## src/rtl/rv_arb_pkg.sv

```systemverilog
// Shared types and constants for the RISC-V memory arbiter.
// Holds the FSM state encoding and the owner encoding used on the owner output.
package rv_arb_pkg;

  typedef enum logic [1:0] {
    ARB_IDLE   = 2'd0,
    ARB_ACCESS = 2'd1,
    ARB_DONE   = 2'd2
  } arb_state_t;

  localparam logic OWN_CORE = 1'b0;
  localparam logic OWN_DMA  = 1'b1;

endpackage

```

## src/rtl/rv_mem_arb_if.sv

```systemverilog
// Bundle of requester-side (core, DMA) and memory-side signals of the arbiter.
// The slave modport is the arbiter's view; master is the surrounding system's view.
interface rv_mem_arb_if #(
  parameter int AW = 32,
  parameter int DW = 32
);
  logic          c_req;
  logic          c_we;
  logic [AW-1:0] c_addr;
  logic [DW-1:0] c_wdata;
  logic          c_ack;
  logic          d_req;
  logic          d_we;
  logic [AW-1:0] d_addr;
  logic [DW-1:0] d_wdata;
  logic          d_ack;
  logic [DW-1:0] rdata;
  logic          mem_en;
  logic          mem_we;
  logic [AW-1:0] mem_addr;
  logic [DW-1:0] mem_wdata;
  logic [DW-1:0] mem_rdata;
  logic          busy;
  logic          owner;

  modport slave (
    input  c_req, c_we, c_addr, c_wdata,
    input  d_req, d_we, d_addr, d_wdata,
    input  mem_rdata,
    output c_ack, d_ack, rdata,
    output mem_en, mem_we, mem_addr, mem_wdata,
    output busy, owner
  );

  modport master (
    output c_req, c_we, c_addr, c_wdata,
    output d_req, d_we, d_addr, d_wdata,
    output mem_rdata,
    input  c_ack, d_ack, rdata,
    input  mem_en, mem_we, mem_addr, mem_wdata,
    input  busy, owner
  );
endinterface

```

## src/rtl/rv_arb_pick.sv

```systemverilog
// Winner select for the arbiter: core priority, overridden once DMA has lost
// MAX_STV consecutive contested grants. Owns the starvation counter.
module rv_arb_pick
  import rv_arb_pkg::*;
#(
  parameter int MAX_STV = 4
) (
  input  logic clk,
  input  logic rst,
  input  logic c_req,
  input  logic d_req,
  input  logic grant,
  output logic winner
);
  localparam logic [3:0] STV_MAX = 4'(MAX_STV);

  logic [3:0] r_stv_cnt;
  logic       w_both;

  assign w_both = c_req & d_req;

  // NOTE: assign a default first so every path drives winner and no latch is inferred.
  always_comb begin
    winner = OWN_CORE;
    if (w_both)      winner = (r_stv_cnt == STV_MAX) ? OWN_DMA : OWN_CORE;
    else if (d_req)  winner = OWN_DMA;
  end

  // Counter only moves on an actual grant; withdrawn requests leave it alone.
  always_ff @(posedge clk or negedge rst) begin
    if (!rst) begin
      r_stv_cnt <= '0;
    end else if (grant) begin
      if (winner == OWN_DMA)                   r_stv_cnt <= '0;
      else if (w_both && r_stv_cnt != STV_MAX) r_stv_cnt <= r_stv_cnt + 4'd1;
    end
  end
endmodule

```

## src/rtl/rv_mem_arb.sv

```systemverilog
// Single-port memory arbiter between the multicycle core and the DMA/loader.
// Each transaction runs IDLE -> ACCESS (MEM_LAT cycles) -> DONE (ack pulse).
module rv_mem_arb
  import rv_arb_pkg::*;
#(
  parameter int AW      = 32,
  parameter int DW      = 32,
  parameter int MEM_LAT = 2,
  parameter int MAX_STV = 4
) (
  input  logic          clk,
  input  logic          rst,
  rv_mem_arb_if.slave   bus
);
  localparam logic [3:0] LAT_INIT = 4'(MEM_LAT - 1);

  arb_state_t    r_state;
  logic [3:0]    r_lat_cnt;
  logic          r_owner;
  logic          r_we;
  logic [AW-1:0] r_addr;
  logic [DW-1:0] r_wdata;
  logic [DW-1:0] r_rdata;
  logic          r_mem_en;
  logic          r_mem_we;
  logic          r_c_ack;
  logic          r_d_ack;
  logic          w_grant;
  logic          w_winner;

  assign w_grant = (r_state == ARB_IDLE) && (bus.c_req || bus.d_req);

  rv_arb_pick #(.MAX_STV(MAX_STV)) u_pick (
    .clk    (clk),
    .rst    (rst),
    .c_req  (bus.c_req),
    .d_req  (bus.d_req),
    .grant  (w_grant),
    .winner (w_winner)
  );

  // NOTE: non-blocking assignments throughout so every register samples pre-edge values.
  always_ff @(posedge clk or negedge rst) begin
    if (!rst) begin
      r_state   <= ARB_IDLE;
      r_lat_cnt <= '0;
      r_owner   <= OWN_CORE;
      r_we      <= 1'b0;
      r_addr    <= '0;
      r_wdata   <= '0;
      r_rdata   <= '0;
      r_mem_en  <= 1'b0;
      r_mem_we  <= 1'b0;
      r_c_ack   <= 1'b0;
      r_d_ack   <= 1'b0;
    end else begin
      case (r_state)
        ARB_IDLE: begin
          if (w_grant) begin
            r_owner   <= w_winner;
            r_we      <= (w_winner == OWN_DMA) ? bus.d_we    : bus.c_we;
            r_addr    <= (w_winner == OWN_DMA) ? bus.d_addr  : bus.c_addr;
            r_wdata   <= (w_winner == OWN_DMA) ? bus.d_wdata : bus.c_wdata;
            r_mem_en  <= 1'b1;
            r_mem_we  <= (w_winner == OWN_DMA) ? bus.d_we    : bus.c_we;
            r_lat_cnt <= LAT_INIT;
            r_state   <= ARB_ACCESS;
          end
        end
        ARB_ACCESS: begin
          if (r_lat_cnt != 4'd0) begin
            r_lat_cnt <= r_lat_cnt - 4'd1;
          end else begin
            // Stores leave the last read value untouched.
            if (!r_we) r_rdata <= bus.mem_rdata;
            r_mem_en <= 1'b0;
            r_mem_we <= 1'b0;
            r_c_ack  <= (r_owner == OWN_CORE);
            r_d_ack  <= (r_owner == OWN_DMA);
            r_state  <= ARB_DONE;
          end
        end
        ARB_DONE: begin
          r_c_ack <= 1'b0;
          r_d_ack <= 1'b0;
          r_state <= ARB_IDLE;
        end
        default: r_state <= ARB_IDLE;
      endcase
    end
  end

  assign bus.c_ack     = r_c_ack;
  assign bus.d_ack     = r_d_ack;
  assign bus.rdata     = r_rdata;
  assign bus.mem_en    = r_mem_en;
  assign bus.mem_we    = r_mem_we;
  assign bus.mem_addr  = r_addr;
  assign bus.mem_wdata = r_wdata;
  assign bus.busy      = (r_state != ARB_IDLE);
  assign bus.owner     = r_owner;
endmodule
```

## src/flat_wrapper.sv

```systemverilog
// flat-port wrapper written by rule: the top's interface ports become plain ports
module rv_mem_arb_flat import rv_arb_pkg::*;
#(
  parameter int AW      = 32,
  parameter int DW      = 32,
  parameter int MEM_LAT = 2,
  parameter int MAX_STV = 4
)
  (clk, rst, bus_c_req, bus_c_we, bus_c_addr, bus_c_wdata, bus_d_req, bus_d_we, bus_d_addr, bus_d_wdata, bus_mem_rdata, bus_c_ack, bus_d_ack, bus_rdata, bus_mem_en, bus_mem_we, bus_mem_addr, bus_mem_wdata, bus_busy, bus_owner);
  rv_mem_arb_if #(.AW(AW), .DW(DW)) bus_i ();
  input  logic clk;
  input  logic rst;
  input wire logic [$bits(bus_i.c_req)-1:0] bus_c_req;
  input wire logic [$bits(bus_i.c_we)-1:0] bus_c_we;
  input wire logic [$bits(bus_i.c_addr)-1:0] bus_c_addr;
  input wire logic [$bits(bus_i.c_wdata)-1:0] bus_c_wdata;
  input wire logic [$bits(bus_i.d_req)-1:0] bus_d_req;
  input wire logic [$bits(bus_i.d_we)-1:0] bus_d_we;
  input wire logic [$bits(bus_i.d_addr)-1:0] bus_d_addr;
  input wire logic [$bits(bus_i.d_wdata)-1:0] bus_d_wdata;
  input wire logic [$bits(bus_i.mem_rdata)-1:0] bus_mem_rdata;
  output wire logic [$bits(bus_i.c_ack)-1:0] bus_c_ack;
  output wire logic [$bits(bus_i.d_ack)-1:0] bus_d_ack;
  output wire logic [$bits(bus_i.rdata)-1:0] bus_rdata;
  output wire logic [$bits(bus_i.mem_en)-1:0] bus_mem_en;
  output wire logic [$bits(bus_i.mem_we)-1:0] bus_mem_we;
  output wire logic [$bits(bus_i.mem_addr)-1:0] bus_mem_addr;
  output wire logic [$bits(bus_i.mem_wdata)-1:0] bus_mem_wdata;
  output wire logic [$bits(bus_i.busy)-1:0] bus_busy;
  output wire logic [$bits(bus_i.owner)-1:0] bus_owner;
  assign bus_i.c_req = bus_c_req;
  assign bus_i.c_we = bus_c_we;
  assign bus_i.c_addr = bus_c_addr;
  assign bus_i.c_wdata = bus_c_wdata;
  assign bus_i.d_req = bus_d_req;
  assign bus_i.d_we = bus_d_we;
  assign bus_i.d_addr = bus_d_addr;
  assign bus_i.d_wdata = bus_d_wdata;
  assign bus_i.mem_rdata = bus_mem_rdata;
  assign bus_c_ack = bus_i.c_ack;
  assign bus_d_ack = bus_i.d_ack;
  assign bus_rdata = bus_i.rdata;
  assign bus_mem_en = bus_i.mem_en;
  assign bus_mem_we = bus_i.mem_we;
  assign bus_mem_addr = bus_i.mem_addr;
  assign bus_mem_wdata = bus_i.mem_wdata;
  assign bus_busy = bus_i.busy;
  assign bus_owner = bus_i.owner;
  rv_mem_arb #(.AW(AW), .DW(DW), .MEM_LAT(MEM_LAT), .MAX_STV(MAX_STV)) u_core (.clk(clk), .rst(rst), .bus(bus_i));
endmodule
```

## config.mk

```make
export PLATFORM = sky130hd
export DESIGN_NAME = rv_mem_arb_flat
export DESIGN_NICKNAME = d
export VERILOG_FILES = /design/src/rtl/rv_arb_pkg.sv /design/src/rtl/rv_mem_arb_if.sv /design/src/rtl/rv_arb_pick.sv /design/src/rtl/rv_mem_arb.sv /design/src/flat_wrapper.sv
export SDC_FILE = /design/constraint.sdc
export NUM_CORES = 1
export LEC_CHECK = 0
export CAP_MARGIN = 10
export CELL_PAD_IN_SITES_DETAIL_PLACEMENT = 0
export CELL_PAD_IN_SITES_GLOBAL_PLACEMENT = 1
export CORE_UTILIZATION = 33
export DETAILED_ROUTE_END_ITERATION = 8
export PLACE_DENSITY = 0.94
export SLEW_MARGIN = 40
export SYNTH_ARGS = -nofsm -noshare
export SYNTH_HDL_FRONTEND = slang
export SYNTH_SLANG_ARGS = --single-unit
```

## constraint.sdc

```tcl
create_clock -name clk -period 3.2 [get_ports clk]
set_input_delay 0.64 -clock clk [delete_from_list [all_inputs] [get_ports clk]]
set_output_delay 0.64 -clock clk [all_outputs]
set_load 0.01 [all_outputs]
```

# Word level (Yosys, flattened, before mapping)
# Cells that the tools add are included.
# totals
in_bits	166
out_inout_bits	102
word_cells	64
reg_bits	112
# op_classes
mux	23
addsub	2
n_eq_ne	7
n_reduce_logical	16
bitwise_logic	4
# ops
cell	count
32-bit two-way mux	2
4-bit two-way mux	4
1-bit two-way mux	9
3-bit AND reduction	3
1-bit one-hot mux with 2 select lines	4
4-bit one-hot mux with 2 select lines	1
2-bit AND reduction	4
2-bit nonzero test	4
4-bit by 1-bit adder with 4-bit output, second input constant	1
4-bit by 3-bit == test with 1-bit output, second input constant	1
2-bit two-way mux	2
2-bit != test, second input constant	2
4-bit by 3-bit != test with 1-bit output, second input constant	1
2-bit one-hot mux with 2 select lines	1
4-bit nonzero test	1
4-bit by 1-bit subtractor with 4-bit output, second input constant	1
1-bit NOT	3
2-bit by 1-bit == test with 1-bit output, second input constant	1
2-bit == test, second input constant	1
1-bit logical AND	2
2-bit logical NOT	1
2-bit by 1-bit != test with 1-bit output, second input constant	1
1-bit AND	1
1-bit logical OR	1

# Depth between registers and ports, before layout
# Gate-level depths: netlist of run 1.
# logic_depth
word_depth	6
mapped_depth	8
mapped_depth_nobuf	5

# Hierarchy
# From an unflattened synthesis of run 1, not the netlist that was laid out.
# unflattened
cells_unflattened	439
area_unflattened_um2	5182.5
# modules_own_cells
mod	cells_each	area_per_inst_um2	instances	seq_area_each_um2
rv_mem_arb	412	4937.2	1	2702.6
rv_arb_pick	27	245.2	1	100.1

# Worst setup path before layout of run 1
# Ideal clock, no wire load.
# synth_path
path_kind	register -> register
startpoint	register u_core.r_lat_cnt[0]
endpoint	register u_core.r_rdata[10] (netlist: u_core.bus.rdata[10])
period_less_slack_ns	2.159
path_stages_with_launch	9
path_slack_ns	1.041
arrival_time_ns	2.034
n_path_buf	3
path_cell_list	dfrtp_1 inv_1 ha_1 or3b_1 buf_6 or3_4 buf_6 buf_12 mux2_4
# synth_via
elab_chain_len	3
# synth_rtl
element	line_no	text
start: declaration	rv_mem_arb.sv:18	logic [3:0] r_lat_cnt;
start signal: assignment	rv_mem_arb.sv:72	r_lat_cnt <= r_lat_cnt - 4'd1;
4-bit nonzero test	rv_mem_arb.sv:71	if (r_lat_cnt != 4'd0) begin
1-bit NOT (no line)	--	
3-bit AND reduction (no line)	--	
end signal: assignment	rv_mem_arb.sv:75	if (!r_we) r_rdata <= bus.mem_rdata;
end: declaration	rv_mem_arb.sv:23	logic [DW-1:0] r_rdata;
# No other way between the ends.
# A chain may end at the register's enable or synchronous reset.

# Worst setup path in the final report of run 1
# layout_path
startpoint	register u_core.r_state[0]
endpoint	output port bus_busy
# layout_via
elab_chain_len	1
# layout_rtl
element	line_no	text
start: declaration	rv_mem_arb.sv:17	arb_state_t r_state;
start signal: assignment	rv_mem_arb.sv:45	r_state <= ARB_IDLE;
start signal: assignment	rv_mem_arb.sv:67	r_state <= ARB_ACCESS;
start signal: assignment	rv_mem_arb.sv:80	r_state <= ARB_DONE;
2-bit nonzero test	rv_mem_arb.sv:100	assign bus.busy = (r_state != ARB_IDLE);
end: declaration	flat_wrapper.sv:29	output wire logic [$bits(bus_i.busy)-1:0] bus_busy;
# No other way between the ends.

==> results of run 1 <==
[power breakdown]
part	total, mW	leakage, nW	internal, mW	switching [mW]
registers	2.53	1.37	2.09	0.436
logic	3.79	1.89	2.09	1.70
clock network	1.18	0.148	0.618	0.558
[worst max-delay path by stage]
stage	start	to	slack (ns)
after detailed placement	u_core.r_lat_cnt[0]	u_core.bus.rdata[17]	0.88
final	u_core.r_state[0]	bus_busy	0.84
after global placement	bus_d_req	u_core.r_lat_cnt[2]	0.89
after CTS	u_core.r_state[0]	bus_busy	0.82
after global routing	u_core.r_lat_cnt[0]	u_core.bus.rdata[27]	0.74
after floorplan	u_core.r_lat_cnt[0]	u_core.bus.rdata[10]	1.04
[kinds of logic (layout without fill, tap and decap cells)]
group	count (synthesis)	in the layout
compound gates	151	151
buf+inv	73	306
mux	34	34
fa+ha+maj	4	4
simple gates	165	165
flops	112	112
[final cells by class]
class	instances	share of cell area [%]
Timing Repair Buffer	280	32.5
Sequential cell	112	32.1
Inverter	10	0.430
Tap cell	220	3.15
Clock inverter	7	0.918
Multi-Input combinational cell	354	28.3
Clock buffer	9	2.58
[cells in the mapped netlist, drive strengths merged, types with 4 or more instances]
cell type and n:
dfrtp 112, o21ai 71, nand3 68, nand4 67, o211ai 64, clkbuf 54, mux2 32, inv 10
buf 9, nand2 8, nor2 6, ha 4
[sequential cells by signal, indices dropped and copies added (netlist names), 2 cells and up]
signal and cells:
u_core.r_lat_cnt 4, u_core.r_state 2, u_core.bus.mem_wdata 32, u_core.bus.rdata 32, u_core.bus.mem_addr 32, u_core.u_pick.r_stv_cnt 4
[layer usage]
metal | vias up | GRT usage, % | part of all wire, % | wire length (µm)
met5 | - | 0 | 0 | 0
met4 | 0 | 4.52 | 0.84 | 158
met3 | 11 | 6.77 | 9.4 | 1760
met2 | 256 | 35.9 | 48 | 8900
met1 | 2690 | 27.9 | 42 | 7900
li1 | 2516 | - | - | -
[critical path, delay by kind of cell, from the launching register on]
kind	cells	cell delay, ns
buffers and inverters	2	0.62
and+or+nand+nor	1	0.10
DFF	1	0.63
[per-stage QoR]
step,utilization [%],hold WS [ns]
2_1_floorplan,-,0.344
3_3_place_gp,51.0,0.491
3_5_place_dp,51.0,0.495
4_1_cts,52.8,0.262
5_1_grt,52.8,0.286
6_report,52.8,0.251
==> impl_metrics.yaml, run 1 <==
clocking:
  htree_levels: 3
  postCtsHoldBufs: 0
  postCtsSetupRepairBufs: 0
  clk_latency_ns: 0.35
  cts_resized: 0
  cts_tree: "done"
  cts_buffers: 9
  cts_sinks: 112
  clkTransAtPathRegs_ns: 0.08
  clock_path_buffers: 2
  cts_root_buf: "clkbuf_16"
sta:
  relSlewSlack_pct: 49.3
  rsz0062_at_grt: "no"
  fin_crit_ns: 2.36
  min_period_over_period_pct: 73.7
  final_hold_viol_count: 0
  fin_setup_tns_ns: 0
  timing.fmax_mhz: 424
  slew_violations: 0
  worst_slack_ns: 0.841
  setup_violations: 0
  skew_ns: 0.0106
  tightest_slew_ns: 0.757
die:
  placementRows: 47
  ios: 268
  dieHeight_um: 132
  initial_core_util_pct: 33.8
  coreArea_um2: 16500
  chipWidth_um: 132
  fp.dieArea_um2: 17400
power_and_ir_drop:
  irDropWorstVdd_mv: 0.565
  cellPowerDensity_nw_per_um2: 859
  leakagePower_nw: 3.41
  p_total_mw: 7.50
synth:
  synth.area.top_cells: "dfrtp_1, o211ai_1, mux2_4"
  synth_compound_area_share_pct: 17.3
  syn-instance-count: 539
  synth-xor-area-share_pct: 0
  synthesis.nets: 709
  netlist_area_um2: 5580
  ys_warn_count: 0
  synth_top_area_cell: "dfrtp_1"
  syn_area_per_cell_um2: 10.4
  ys_async_sr_fraction_pct: 100
  yosys.area_share.adder_pct: 0.896
  ys_seq_area_share_pct: 50.2
  ys_types: 44
  synth_top_family_by_area: "compound AO/OA/AOI/OAI gates"
  ys_ff_latch: 112
  yosys.area_share.simple_pct: 16.8
  yosys_most_used_dff: "dfrtp_1"
  synth-edff-count: 0
  synth_top_cell_area_share_pct: 50.2
  muxShareOfSynthArea_pct: 8.83
placement:
  portBuffers: 267
  placed_cells: 976
  dp_slack_ns: 0.883
  place_congestion: 0.821
  dp_hpwl_um: 12300
  post_dp_cell_area_um2: 8420
final_layout:
  layout_commonest_cell: "clkdlybuf4s50_1"
  seq_area_um2: 2800
  nFillCells: 1468
  post-route-cell-area_um2: 8730
  multi_input_area_um2: 2470
  final_cells: 992
  layout-drive-gt1-share_pct: 9.33
  mostFrequentLayoutCells: "clkdlybuf4s50_1, dfrtp_1, o21ai_0, nand3_1, nand4_1"
  diodes: 0
  final_nets: 937
  area_growth_pct: 56.3
critical_path:
  cp-end-kind: "output port"
  cpMaxStageDelayCell: "dfrtp_1"
  rr_endpoint: "u_core.bus.rdata[17]"
  cp_cell_sequence: "nor2_4 -> inv_2 -> clkdlybuf4s50_1"
  startpoint_type: "register"
  worstPathMaxFanout: 13
  crit_type: "reg -> out"
  crit_required_ns: 2.56
  slowest_delay_ns: 0.63
  rrSetupSlack_ns: 0.86
  reg2reg_from: "u_core.r_lat_cnt[0]"
  arrival_ns: 1.72
  reg2reg_depth: 5
routing:
  avgRoutedWirePerCell_um: 18.9
  drc: 0
  drt-initial-drc-count: 273
  vias_per_cell: 5.52
  num_vias: 5473
  routed_wl_um: 18700
  drt-pass1-iter-count: 4
  drtAntennaViolNets: 0
global_routing:
  grt.overflow.total: 0
  grt_pass1_vias: 5390
  antenna_found_initial: 0
  grt_max_degree: 132
  grtUsageTotal_pct: 21.7
  grt_pass1_wl_um: 29600
status:
  outcome: "completed"
flow_run:
  max-cap-violations: 0
worst_hold_path:
  min-delay-path-class: "in -> async"
Power figures use the tool's default switching activity.
==> run 2, diff against run 1 <==
--- a/config.mk
+++ b/config.mk
@@ -8,9 +8,9 @@
 export CAP_MARGIN = 10
 export CELL_PAD_IN_SITES_DETAIL_PLACEMENT = 0
 export CELL_PAD_IN_SITES_GLOBAL_PLACEMENT = 1
-export CORE_UTILIZATION = 33
+export CORE_UTILIZATION = 27
 export DETAILED_ROUTE_END_ITERATION = 8
-export PLACE_DENSITY = 0.94
+export PLACE_DENSITY = 0.83
 export SLEW_MARGIN = 40
 export SYNTH_ARGS = -nofsm -noshare
 export SYNTH_HDL_FRONTEND = slang
==> constraint.sdc (replaced) <==
create_clock -name clk -period 1.9 [get_ports clk]
set_input_delay 0.38 -clock clk [delete_from_list [all_inputs] [get_ports clk]]
set_output_delay 0.38 -clock clk [all_outputs]
set_load 0.01 [all_outputs]
==> run 2 against run 1 <==
  * The run now ends with negative setup slack left
  * Register-to-register slack got worse by 1.0 ns
  * Clock power grew 61%
  * Final cell count up 7.0%
  * Flip-flop and latch count did not move
  * Combinational power is 82% higher
  * First-iteration DRC count down 12%
  * Cell area rose by 3.6%
  * Highest routed layer unchanged
==> impl_metrics.yaml, run 2 (same netlist as run 1, synthesis figures left out) <==
sta:
  fin_setup_tns_ns: -4.23
  worst_slack_ns: -0.153
  relSlewSlack_pct: 53.5
  setup_violations: 32
  slew_violations: 0
  skew_ns: 0.0134
  timing.hold.ws_ns: 0.00906
  min_period_over_period_pct: 108
  rsz0062_at_grt: "yes"
  fin_crit_ns: 2.05
  final_hold_viol_count: 0
  tightest_slew_ns: 0.698
  timing.fmax_mhz: 487
critical_path:
  cp-end-kind: "register"
  arrival_ns: 2.29
  worstPathMaxFanout: 8
  crit_type: "reg -> reg"
  crit_required_ns: 2.13
  startpoint_type: "register"
power_and_ir_drop:
  p_total_mw: 13.0
  irDropWorstVdd_mv: 0.599
  cellPowerDensity_nw_per_um2: 1440
  leakagePower_nw: 3.54
clocking:
  postCtsHoldBufs: 0
  clk_latency_ns: 0.35
  clock_path_buffers: 2
  cts_root_buf: "clkbuf_16"
  clkTransAtPathRegs_ns: 0.08
  cts_tree: "done"
  cts_sinks: 112
  htree_levels: 3
  cts_buffers: 9
status:
  failed_checks: "negative setup slack"
  outcome: "finished with violations"
placement:
  dp_hpwl_um: 13200
  dp_slack_ns: -0.102
  place_congestion: 0.783
  portBuffers: 267
die:
  dieHeight_um: 146
  fp.dieArea_um2: 21300
  chipWidth_um: 146
  ios: 268
  coreArea_um2: 20200
  placementRows: 52
  initial_core_util_pct: 27.6
routing:
  drtAntennaViolNets: 0
  drt-initial-drc-count: 241
  vias_per_cell: 5.23
  drt-pass1-iter-count: 5
  routed_wl_um: 19900
  num_vias: 5545
  drc: 0
  avgRoutedWirePerCell_um: 18.7
final_layout:
  mostFrequentLayoutCells: "clkdlybuf4s50_1, dfrtp_1, o21ai_0, nand3_1, nand4_1"
  layout_commonest_cell: "clkdlybuf4s50_1"
  nFillCells: 1922
  diodes: 0
  layout-drive-gt1-share_pct: 12.1
  final_nets: 956
  fin_util_pct: 44.7
  area_growth_pct: 62.0
global_routing:
  grt_max_degree: 74
  antenna_found_initial: 0
  grtUsageTotal_pct: 18.7
  grt_pass1_vias: 5595
  grt.overflow.total: 0
  grt_pass1_wl_um: 31300
flow_run:
  max-cap-violations: 0
worst_hold_path:
  min-delay-path-class: "in -> async"
run 2: through the flow:
stage / cell area, µm² / instances
5_1_grt: 9040 / 1061
4_1_cts: 8930 / 1055
2_1_floorplan: 5580 / 539
6_report: 9040 / 1061
3_5_place_dp: 8640 / 1039
3_3_place_gp: 8640 / 1039
run 2: area by class of cell:
cell class / count / area, µm² / area share, %
repair buffers: 299 / 3090 / 34.2
flip-flops and latches: 112 / 2800 / 31.0
multi-input cells: 354 / 2480 / 27.5
well taps: 270 / 338 / 3.73
clock buffers: 10 / 239 / 2.64
clock inverters: 6 / 51.3 / 0.567
inverters: 10 / 37.5 / 0.415
run 2: worst max-delay path: stages (launching register included):
cell       delay, ns
dfrtp_1         0.39
inv_2           0.09
ha_4            0.13
or3b_4          0.37
or3_4           0.45
clkbuf_16       0.20
mux2_4          0.30
run 2: path summary, 6_finish.rpt:
path,start,endpoint,slack [ns],depth (start not counted)
hold / removal,rst,u_core.bus.mem_addr[1],0.009,2
setup / recovery,u_core.r_lat_cnt[0],u_core.bus.rdata[27],-0.15,6
hold reg to reg,u_core.bus.rdata[14],u_core.bus.rdata[14],0.51,1
setup reg to reg,u_core.r_lat_cnt[0],u_core.bus.rdata[27],-0.15,6
min in group clk,bus_c_req,u_core.bus.mem_we,0.45,3
max in group asynchronous,rst,u_core.r_state[0],1.51,2
run 2: timing repair:
| action | 4_1_cts | 5_1_grt |
|---|---|---|
| gates resized for setup | 0 | 7 |
| buffers inserted | 0 | 3 |
| gates cloned | 0 | 3 |
| setup endpoints to repair | 33 | 33 |
| endpoints found under the hold margin | 0 | 0 |
| pin swaps | 1 | 1 |
run 2: routing by layer:
metal  wire (µm)  vias to the layer above  global-route usage [%]
met2        9390                      250                    30.8
met5           0                        -                       0
met4         259                        0                    4.74
met1        8330                     2724                    23.6
met3        1890                       20                    5.96
li1            -                     2551                       -
run 2: where the power goes:
part	internal, mW	switching, mW
Clock	0.950	0.948
Combinational	3.84	3.05
Sequential	3.53	0.681
==> run 3, diff against run 2 <==
--- a/config.mk
+++ b/config.mk
@@ -8,10 +8,12 @@
 export CAP_MARGIN = 10
 export CELL_PAD_IN_SITES_DETAIL_PLACEMENT = 0
 export CELL_PAD_IN_SITES_GLOBAL_PLACEMENT = 1
+export CORE_MARGIN = 4
 export CORE_UTILIZATION = 27
+export CTS_CLUSTER_DIAMETER = 200
 export DETAILED_ROUTE_END_ITERATION = 8
 export PLACE_DENSITY = 0.83
-export SLEW_MARGIN = 40
+export SLEW_MARGIN = 15
 export SYNTH_ARGS = -nofsm -noshare
 export SYNTH_HDL_FRONTEND = slang
 export SYNTH_SLANG_ARGS = --single-unit
==> run 3 against run 2 <==
  * The run still ends with negative setup slack left
  * Global-route usage down 1.7 points
  * First-iteration DRC count up 39%
  * Sequential power about the same
  * Routed wire length up 4.1%
==> impl_metrics.yaml, run 3 (same netlist as run 1, synthesis figures left out) <==
status:
  outcome: "finished with violations"
  failed_checks: "negative setup slack"
final_layout:
  layout-drive-gt1-share_pct: 12.5
  nFillCells: 1922
  area_growth_pct: 62.5
  final_cells: 1065
  post-route-cell-area_um2: 9070
  final_nets: 960
  fin_util_pct: 44.7
  layout_commonest_cell: "clkdlybuf4s50_1"
  mostFrequentLayoutCells: "clkdlybuf4s50_1, dfrtp_1, o21ai_0, nand3_1, nand4_1"
  diodes: 0
sta:
  timing.fmax_mhz: 493
  fin_crit_ns: 2.03
  rsz0062_at_grt: "yes"
  slew_violations: 0
  relSlewSlack_pct: 51.6
  skew_ns: 0.00890
  fin_setup_tns_ns: -3.56
  setup_violations: 32
  final_hold_viol_count: 0
  worst_slack_ns: -0.129
  tightest_slew_ns: 0.726
  min_period_over_period_pct: 107
clocking:
  cts_buffers: 9
  postCtsSetupRepairBufs: 0
  cts_root_buf: "clkbuf_16"
  clk_latency_ns: 0.35
  htree_levels: 3
  clock_path_buffers: 2
  clkTransAtPathRegs_ns: 0.08
  cts_tree: "done"
  cts_sinks: 112
power_and_ir_drop:
  irDropWorstVdd_mv: 0.661
  leakagePower_nw: 3.55
  cellPowerDensity_nw_per_um2: 1430
die:
  placementRows: 52
  dieHeight_um: 152
  chipWidth_um: 152
  ios: 268
  coreArea_um2: 20300
  initial_core_util_pct: 27.5
  fp.dieArea_um2: 23000
critical_path:
  startpoint_type: "register"
  cp-end-kind: "register"
  reg2reg_from: "u_core.r_lat_cnt[0]"
  reg2reg_depth: 6
  crit_required_ns: 2.14
  arrival_ns: 2.27
  rr_endpoint: "u_core.bus.rdata[4]"
  crit_type: "reg -> reg"
  worstPathMaxFanout: 16
  rrSetupSlack_ns: -0.13
global_routing:
  grt.overflow.total: 0
  grt_pass1_wl_um: 30800
  grtUsageTotal_pct: 17.0
  grt_pass1_vias: 5526
  antenna_found_initial: 0
  grt_max_degree: 68
routing:
  vias_per_cell: 5.23
  routed_wl_um: 20700
  drt-initial-drc-count: 334
  drc: 0
  avgRoutedWirePerCell_um: 19.4
  drtAntennaViolNets: 0
  num_vias: 5574
  drt-pass1-iter-count: 5
placement:
  dp_hpwl_um: 14100
  post_dp_cell_area_um2: 8710
  portBuffers: 267
  place_congestion: 0.804
  placed_cells: 1046
worst_hold_path:
  min-delay-path-class: "in -> async"
flow_run:
  max-cap-violations: 0
## run 3: what timing repair did
action,4_1_cts,5_1_grt
endpoints found under the setup margin,33,32
hold endpoints to repair,1,0
hold buffers,1,0
cloned,0,2
pin swaps,0,0
gates resized for setup,3,5
## run 3: how the worst max path moves through the flow
stage / endpoint / slack, ns / from / depth (start not counted)
6_report: u_core.bus.rdata[4] / -0.13 / u_core.r_lat_cnt[0] / 6
5_1_grt: u_core.bus.rdata[13] / -0.17 / u_core.r_lat_cnt[0] / 6
4_1_cts: u_core.bus.rdata[5] / -0.13 / u_core.r_lat_cnt[1] / 6
3_5_place_dp: u_core.bus.rdata[5] / -0.11 / u_core.r_lat_cnt[1] / 6
3_3_place_gp: u_core.bus.mem_addr[11] / -0.07 / bus_d_req / 5
2_1_floorplan: u_core.bus.rdata[10] / -0.23 / u_core.r_lat_cnt[0] / 8
## run 3: area by class of cell
cell class              instances  area [µm²]  area share [%]
clock buffers                  10         229            2.52
repair buffers                303        3120            34.3
well taps                     270         338            3.72
multi-input cells             354        2480            27.4
inverters                      10        37.5           0.414
flip-flops and latches        112        2810            30.9
clock inverters                 6        62.6           0.690
## run 3: report_power, final
group          total [mW]  switching [mW]  internal, mW
sequential           4.19           0.666          3.53
combinational        6.91            3.08          3.83
clock                1.90           0.970         0.929
total                13.0            4.71          8.29
## run 3: stage by stage
step	total power [mW]	worst slack, ns	hold WS, ns
2_1_floorplan	7.54	-0.232	0.0844
3_3_place_gp	11.0	-0.0733	0.187
3_5_place_dp	11.1	-0.115	0.188
4_1_cts	13.0	-0.135	0.343
5_1_grt	13.9	-0.168	0.350
6_report	13.0	-0.129	0.364
## run 3: per-layer routing
metal	part of all wire, %	wire length [µm]	track usage, %	vias to the layer above
met1	41	8380	20.8	2730
met3	11	2320	6.40	20
met4	1.5	303	4.40	0
met5	0	0	0	-
met2	47	9680	28.3	258
li1	-	-	-	2566
## run 3: critical path, cell delays in order (launching register included)
cell and delay (ns):
dfrtp_1 0.39, inv_2 0.08, ha_4 0.13, or3b_4 0.37, or3_4 0.44, buf_16 0.19, mux2_4 0.30
==> RTL edit: new RTL, flow settings as in run 3 <==
Re-encode `arb_state_t` (3 states) as one-hot, 3 bits wide.
--- a/src/rtl/rv_arb_pkg.sv
+++ b/src/rtl/rv_arb_pkg.sv
@@ -2,10 +2,10 @@
 // Holds the FSM state encoding and the owner encoding used on the owner output.
 package rv_arb_pkg;
 
-  typedef enum logic [1:0] {
-    ARB_IDLE   = 2'd0,
-    ARB_ACCESS = 2'd1,
-    ARB_DONE   = 2'd2
+  typedef enum logic [2:0] {
+    ARB_IDLE   = 3'b001,
+    ARB_ACCESS = 3'b010,
+    ARB_DONE   = 3'b100
   } arb_state_t;
 
   localparam logic OWN_CORE = 1'b0;
Formal check against the unedited RTL: same outputs for any inputs over 4 cycles, from zero or initial values and one cycle with rst low; so few cycles prove little.
==> RTL edit against run 3 <==
The flow still finishes with violations (setup timing). Cell area increased by 3.7%. Total power rose by 8.1%. Setup slack better by 51 ps. Sequential cell count grew 1. Cell count is 2.0% higher. Clock power grew 71%. Non-clock buffer count up 7. Sequential power is 2% higher. Routed wire length fell by 0.69%. Die area is 2.9% lower. Maximum frequency up 2.6%. Area after synthesis fell by 3.1%. Largest power group unchanged. Highest routed layer unchanged.
==> RTL edit: results (changes against run 3) <==
Distinct cells, synth 42 (was 44); largest net degree at the start of global routing 47 (was 68); vias in the first global route 5405 (was 5526); first-pass GRT wire length 30800 um (about the same); setup ws final -78.3 ps (was -129 ps); dpl cell area 8630 um2 (was 8710 um2); H-Tree Level Count 4 (was 3); Clock transition at path regs 50 ps (was 80 ps); Via density 4.97 (was 5.23); relative slew slack 66.3% (was 51.6%); Finish-stage setup viols 16 (was 32); CTS Buf Count 17 (was 9); nets 978 (was 960); outcome finished with violations (unchanged); Area contributors post-synth dfrtp_1 52%, mux2_4 8.3%, a31oi_1 7.6%, o21ai_0 6.7%, nand3_1 6.3% (was dfrtp_1 50%, o211ai_1 8.6%, mux2_4 8.1%, nand4_1 7.5%, o21ai_0 6.3%); post-synthesis net count 704 (was 709); R2R Path Start u_core.r_lat_cnt[0] (unchanged); HP Start u_core.bus.rdata[19]; worst-skew pair later-pin latency 410 ps (was 350 ps); Iteration-0 DRC Markers 268 (was 334); Commonest cells post-synth 112 x dfrtp_1, 72 x o21ai_0, 68 x nand3_1 (was 112 x dfrtp_1, 70 x o21ai_0, 68 x nand3_1); Fill cells 1822 (was 1922); sequential fraction of the synthesis area 52.3% (was 50.2%); failing checks setup timing (unchanged); total track usage 17.8% (was 17.0%); CP Data Arrival Time 2260 ps; DRT Wirelength 20500 um (was 20700 um); proportion of layout cells with a drive suffix above 1 14.5% (was 12.5%); worst-path fanout max 8 (was 16); Clock Skew 7.36 ps (was 8.90 ps); crit-path max cell delay 390 ps (was 440 ps); worst min-delay path class flip-flop to flip-flop (was input port to asynchronous set/reset pin); DP HPWL 14000 um (was 14100 um); Syn. warnings 0 (unchanged); slowest cell on the critical path dfrtp_1 (was or3_4); WHS 506 ps (was 364 ps); hold path cells 1; Place WS -111 ps (was -115 ps); Pleak 0.00380 uW (was 0.00355 uW); RD Place Congestion 0.812 (was 0.804); first drt pass iteration count 5 (unchanged); Reg2Reg Depth 8 (was 6); clk buf depth 2 (unchanged); worst reg2reg endpoint u_core.bus.rdata[5] (was u_core.bus.rdata[4])
[RTL edit: worst max path at each step]
stage / to / slack (ps) / start
finish: u_core.bus.rdata[5] / -80 / u_core.r_lat_cnt[0]
global route: u_core.bus.rdata[5] / -140 / u_core.r_lat_cnt[0]
CTS: u_core.bus.rdata[29] / -100 / u_core.r_lat_cnt[0]
detailed placement: u_core.bus.rdata[0] / -110 / u_core.r_lat_cnt[0]
global placement: u_core.r_we / -50 / bus_d_req
floorplan: u_core.bus.rdata[10] / 20 / u_core.r_lat_cnt[0]
[RTL edit: layout make-up]
cell class	instances	area [um2]	share of cell area, %
flip-flops and latches	113	2830	30.1
multi-input cells	352	2320	24.6
clock buffers	22	464	4.93
well taps	265	332	3.52
repair buffers	310	3280	34.9
inverters	14	52.6	0.559
clock inverters	10	134	1.42
[RTL edit: layer usage]
| metal | share of wire, % | GRT usage (%) | wire, um |
|---|---|---|---|
| met5 | 0 | 0 | 0 |
| met4 | 0.98 | 4.49 | 201 |
| met3 | 9.1 | 6.66 | 1870 |
| met2 | 48 | 29.6 | 9890 |
| met1 | 42 | 21.8 | 8590 |
[RTL edit: what timing repair did]
action                                  4_1_cts  5_1_grt
cloned                                        3        0
setup buffers                                 5        3
hold buffers                                  1        0
endpoints found under the hold margin        29        0
endpoints found under the setup margin       33       33
pin swaps                                     3        3
gates resized for setup                      14        0
[RTL edit: report_power, final]
part / total, uW / switching (uW) / internal (uW)
logic: 6540 / 2900 / 3640
clock network: 3250 / 1130 / 2120
registers: 4260 / 689 / 3570
total: 14000 / 4710 / 9330
[RTL edit: cell families after synthesis]
group / synth area share, %
AOI/OAI and AO/OA: 22.2
adders and majority gates: 0.925
buffers and inverters: 5.69
DFF: 52.3
muxes: 8.74
and+or+nand+nor: 10.1
[RTL edit: through the flow]
| stage | utilization, % | power [uW] | cells | TNS [ps] |
|---|---|---|---|---|
| after floorplan | - | 7160 | 534 | 0 |
| after global placement | 44.1 | 10600 | 1043 | -799 |
| after detailed placement | 44.1 | 10700 | 1043 | -3330 |
| after CTS | 48.1 | 14100 | 1084 | -2070 |
| after global routing | 48.0 | 14900 | 1086 | -2030 |
| final | 48.0 | 14000 | 1086 | -772 |
[RTL edit: worst register-to-register path: stages, from the launching register on]
cell	delay, ps
dfrtp_1	390
inv_2	80
ha_4	120
or3b_4	390
nor3_4	150
buf_12	140
buf_12	110
buf_16	140
mux2_4	320
